[src/rtl/dmem_port_arbiter.sv]
// dmem_port_arbiter: shares the data-memory port between the core and a DMA loader using bounded DMA bursts.
// Optional perf counters are built only when ARB_PERF_CNT_EN is defined.
module dmem_port_arbiter #(
  parameter int MAX_BURST = 8
) (
  input  logic        clk,
  input  logic        reset,
  input  logic        cpu_req,
  input  logic        cpu_we,
  input  logic [63:0] cpu_addr,
  input  logic [63:0] cpu_wdata,
  output logic [63:0] cpu_rdata,
  output logic        cpu_stall,
  input  logic        dma_req,
  input  logic        dma_we,
  input  logic        dma_last,
  input  logic [63:0] dma_addr,
  input  logic [63:0] dma_wdata,
  output logic        dma_gnt,
  output logic [63:0] dma_rdata,
  output logic [63:0] mem_addr,
  output logic [63:0] mem_wdata,
  output logic        mem_we,
  output logic        mem_re,
  input  logic [63:0] mem_rdata,
  output logic [31:0] perf_stall_cycles,
  output logic [31:0] perf_dma_beats
);
  localparam logic [1:0] CPU_OWN  = 2'd0;
  localparam logic [1:0] DMA_OWN  = 2'd1;
  localparam logic [1:0] CPU_TURN = 2'd2;
  logic [1:0] state_q, state_d;
  logic [7:0] cnt_q, cnt_d, cnt_inc;
  logic dma_own, cap_hit;
  assign dma_own = state_q == DMA_OWN;
  assign cnt_inc = cnt_q + 8'd1;
  assign cap_hit = cnt_inc == 8'(MAX_BURST);
  // Only a continuing, unfinished burst stays with the DMA; CPU_TURN behaves like CPU_OWN for its one cycle.
  always_comb begin
    state_d = (dma_req && !dma_own) ? DMA_OWN : CPU_OWN;
    cnt_d = 8'd0;
    if (dma_own && dma_req && !dma_last) begin
      state_d = cap_hit ? CPU_TURN : DMA_OWN;
      cnt_d = cap_hit ? 8'd0 : cnt_inc;
    end
  end
  always_ff @(posedge clk) begin
    if (reset) begin
      state_q <= CPU_OWN;
      cnt_q <= 8'd0;
    end else begin
      state_q <= state_d;
      cnt_q <= cnt_d;
    end
  end
  assign dma_gnt   = dma_own;
  assign cpu_stall = dma_own & cpu_req;
  assign mem_addr  = dma_own ? dma_addr : cpu_addr;
  assign mem_wdata = dma_own ? dma_wdata : cpu_wdata;
  assign mem_we    = dma_own ? (dma_req & dma_we) : (cpu_req & cpu_we);
  assign mem_re    = dma_own ? (dma_req & ~dma_we) : (cpu_req & ~cpu_we);
  assign cpu_rdata = mem_rdata;
  assign dma_rdata = mem_rdata;
`ifdef ARB_PERF_CNT_EN
  logic [31:0] stall_q, beats_q;
  always_ff @(posedge clk) begin
    if (reset) begin
      stall_q <= 32'd0;
      beats_q <= 32'd0;
    end else begin
      if (cpu_stall && ~&stall_q) stall_q <= stall_q + 32'd1;
      if (dma_own && dma_req && ~&beats_q) beats_q <= beats_q + 32'd1;
    end
  end
  assign perf_stall_cycles = stall_q;
  assign perf_dma_beats    = beats_q;
`else
  assign perf_stall_cycles = 32'd0;
  assign perf_dma_beats    = 32'd0;
`endif
endmodule

[config.mk]
export PLATFORM = sky130hd
export DESIGN_NAME = dmem_port_arbiter
export DESIGN_NICKNAME = d
export VERILOG_FILES = /design/src/rtl/dmem_port_arbiter.sv
export SDC_FILE = /design/constraint.sdc
export NUM_CORES = 1
export LEC_CHECK = 0
export CORE_AREA = 2 2 250 252
export CTS_BUF_LIST = sky130_fd_sc_hd__clkbuf_8
export DETAILED_ROUTE_END_ITERATION = 7
export DIE_AREA = 0 0 252 254
export GPL_TIMING_DRIVEN = 1
export SKIP_CTS_REPAIR_TIMING = 1
export SLEW_MARGIN = 20
export SYNTH_ARGS = -nofsm -noshare
export SYNTH_HDL_FRONTEND = slang
export SYNTH_SLANG_ARGS = --single-unit
[constraint.sdc]
create_clock -name clk -period 2 [get_ports clk]
set_input_delay 0.4 -clock clk [delete_from_list [all_inputs] [get_ports clk]]
set_output_delay 0.4 -clock clk [all_outputs]
set_load 0.01 [all_outputs]
==> flow_metrics.py <==
metrics = {
    "global_routing": {
        "antenna_found_initial": 3,
        "grt_overflow": 0,
        "grt_pass1_vias": 4443,
        "grt_pass1_wl_mm": 32.2,
        "grt_max_degree": 61,
        "grt_use_total_pct": 7.25,
    },
    "detailed_routing": {
        "vias": 4768,
        "drc_errors": 0,
        "drtPass1Iterations": 4,
        "avgRoutedWirePerCell_um": 16.4,
        "drtIter0Drc": 141,
        "ant_nets": 0,
        "wl_mm": 28.6,
        "viasPerCell": 2.74,
    },
    "timing": {
        "final-setup-viol-count": 45,
        "fin_skew_ns": 0.00567,
        "clock.fmax_mhz": 434,
        "setup_slack_ns": -0.304,
        "fin_crit_ns": 2.30,
        "fin_crit_sh_pct": 115,
        "relSlewSlack_pct": 60.4,
        "hold_violations": 0,
        "worst_pin_slew_ns": 0.589,
        "rsz0062_at_grt": "true",
        "drv_slew": 0,
    },
    "critical_path": {
        "critPathBufInv": 3,
        "worstSetupStartpointType": "flop",
        "slowest_delay_ns": 0.58,
        "path_cells": "nand2b_4, buf_4, clkbuf_16, nand2_1, nand2_1, clkdlybuf4s50_1",
        "crit_fanout": 11,
        "critical_path.endpoint_type": "output port",
        "critPathKind": "flop to output port",
        "cp_common_cell": "nand2_1",
        "cpMaxStageDelayCell": "clkdlybuf4s50_1",
        "arrival_ns": 1.90,
        "required_ns": 1.60,
        "path_delay_family": "buffers and inverters",
    },
    "clocking": {
        "cts_root_buf": "clkbuf_8",
        "cts_tree": "yes",
        "cts_made_buffers": 3,
        "cts_sinks": 10,
        "clock_latency_ns": 0.23,
        "htree_num_levels": 1,
        "ctsLongestPathBuffers": 2,
        "clk_pin_slew_ns": 0.04,
    },
    "power": {
        "sw_frac_of_total_pct": 39.5,
        "powerDensity_mw_per_mm2": 302,
        "power_leakage_nw": 4.10,
        "clockPowerShare_pct": 8.1,
        "p_sw_mw": 0.989,
        "power_frac_comb_pct": 83.8,
        "pwr-share-seq_pct": 8.1,
        "p_int_mw": 1.52,
        "peakVddDrop_v": 0.000133,
    },
    "synth": {
        "syn-instance-count": 659,
        "synthesis.area_mm2": 0.00349,
        "avgSynthCellArea_um2": 5.29,
        "ys_ff_latch": 10,
        "synth_cell_type_count": 29,
        "ys_warn_count": 0,
        "synth-seq-area-share_pct": 5.74,
    },
    "hold_path": {
        "min_path_type": "flop to flop",
    },
    "placed_design": {
        "place.gp.congestion": 0.777,
        "dpl.hpwl_mm": 23.0,
        "dp.cells": 1715,
        "place.port_buffers": 394,
    },
    "status": {
        "status": "complete, but fails checks",
        "violations": "negative setup slack",
    },
    "die": {
        "core_mm2": 0.0613,
        "rows": 91,
        "start_util_pct": 5.69,
        "fp.dieW_um": 252,
        "ios": 651,
        "die_y_um": 254,
        "die_area_mm2": 0.0640,
    },
    "layout": {
        "fin_util_pct": 13.6,
        "area_growth_pct": 138,
        "final_cells": 1741,
        "drive_gt1_share_pct": 17.1,
        "nNetsFinal": 1280,
    },
    "flow_run": {
        "maxCapViolations": 0,
    },
}
[sequential cells by signal, summed over array words and instances, names as in the netlist]
name,cells
cnt_q,8
state_q,2
[cells in the mapped netlist (all sizes together)]
cell	number	area share, %
o31ai	1	0.22
clkinv	1	0.11
inv	1	0.11
nor3	6	0.86
o21ba	1	0.29
conb	1	0.11
or3	1	0.32
or4b	1	0.29
nand3	5	0.86
xor2	2	0.50
nand3b	2	0.43
buf	193	41
or2	1	0.18
nor4	2	0.79
mux2	1	0.32
dfxtp	10	5.7
nor3b	1	0.22
ha	1	0.36
clkbuf	29	3.1
o21ai	1	0.14
nor2b	1	0.18
o31a	1	0.25
xnor2	3	0.75
nor2	3	0.32
nand2b	1	0.18
nand2	389	42
[path summary, 6_finish.rpt]
check,startpoint,end,slack [ns],cells after the start
worst max-delay path,state_q[1],mem_wdata[20],-0.30,6
worst min-delay path,cnt_q[0],cnt_q[0],0.50,1
worst max register to register,state_q[1],cnt_q[7],0.08,7
worst min register to register,cnt_q[0],cnt_q[0],0.50,1
[metal layers]
layer | share of wire, % | global-route usage, %
met1 | 34 | 6.94
met2 | 47 | 12.7
met3 | 14 | 4.29
met4 | 4.7 | 2.86
met5 | 0.035 | 0
[placed cells by master (no fill, tap or decap), types with 2 or more instances in the layout]
cell type	n
nand2_1	337
clkdlybuf4s50_1	299
conb_1	64
dlymetal6s2s_1	52
nand2_2	42
buf_12	30
buf_4	30
clkbuf_2	16
nand2_4	10
dfxtp_1	10
buf_6	8
clkbuf_16	5
nand3_1	4
buf_8	4
nor2_1	3
nor3_2	3
xnor2_1	3
nor3_1	3
clkbuf_8	3
nand3b_1	2
xor2_1	2
buf_16	2
[per-stage QoR]
| step | setup TNS (ns) | power, mW | area (µm²) | worst slack, ns | hold slack, ns |
|---|---|---|---|---|---|
| floorplan | 0 | 1.08 | 3720 | 0.245 | 0.476 |
| global placement | -2.00 | 2.20 | 7640 | -0.339 | 0.494 |
| detailed placement | -2.02 | 2.20 | 7640 | -0.298 | 0.499 |
| CTS | -24.35 | 2.42 | 7680 | -0.393 | 0.504 |
| global route | -12.68 | 2.71 | 8300 | -0.357 | 0.529 |
| finish | -8.59 | 2.50 | 8310 | -0.304 | 0.503 |
[area by class of cell]
cell class,count,area [µm²]
flip-flops and latches,10,200
inverters,2,20.0
multi-input cells,488,2170
well taps,790,988
diodes,1,2.50
fillers,7073,53000
clock buffers,3,41.3
repair buffers,447,4880
[cell families (layout without fill, tap and decap cells)]
group	after synthesis	count (layout)	synth area share (%)
buffers and inverters	224	452	44.8
other	1	65	0.108
xor gates and xnor gates	5	5	1.26
DFF	10	10	5.74
muxes	1	1	0.323
and+or+nand+nor	413	413	46.5
adders and majority gates	1	1	0.359
AOI/OAI and AO/OA	4	4	0.897
[power groups by stage]
stage	combinational, mW	sequential, mW	clock (mW)
3_3_place_gp	2.00	0.207	0
5_1_grt	2.28	0.203	0.222
4_1_cts	2.00	0.203	0.212
6_report	2.10	0.203	0.203
3_5_place_dp	2.00	0.207	0
2_1_floorplan	0.874	0.206	0
Note: power is estimated with default switching activity, not from simulation.
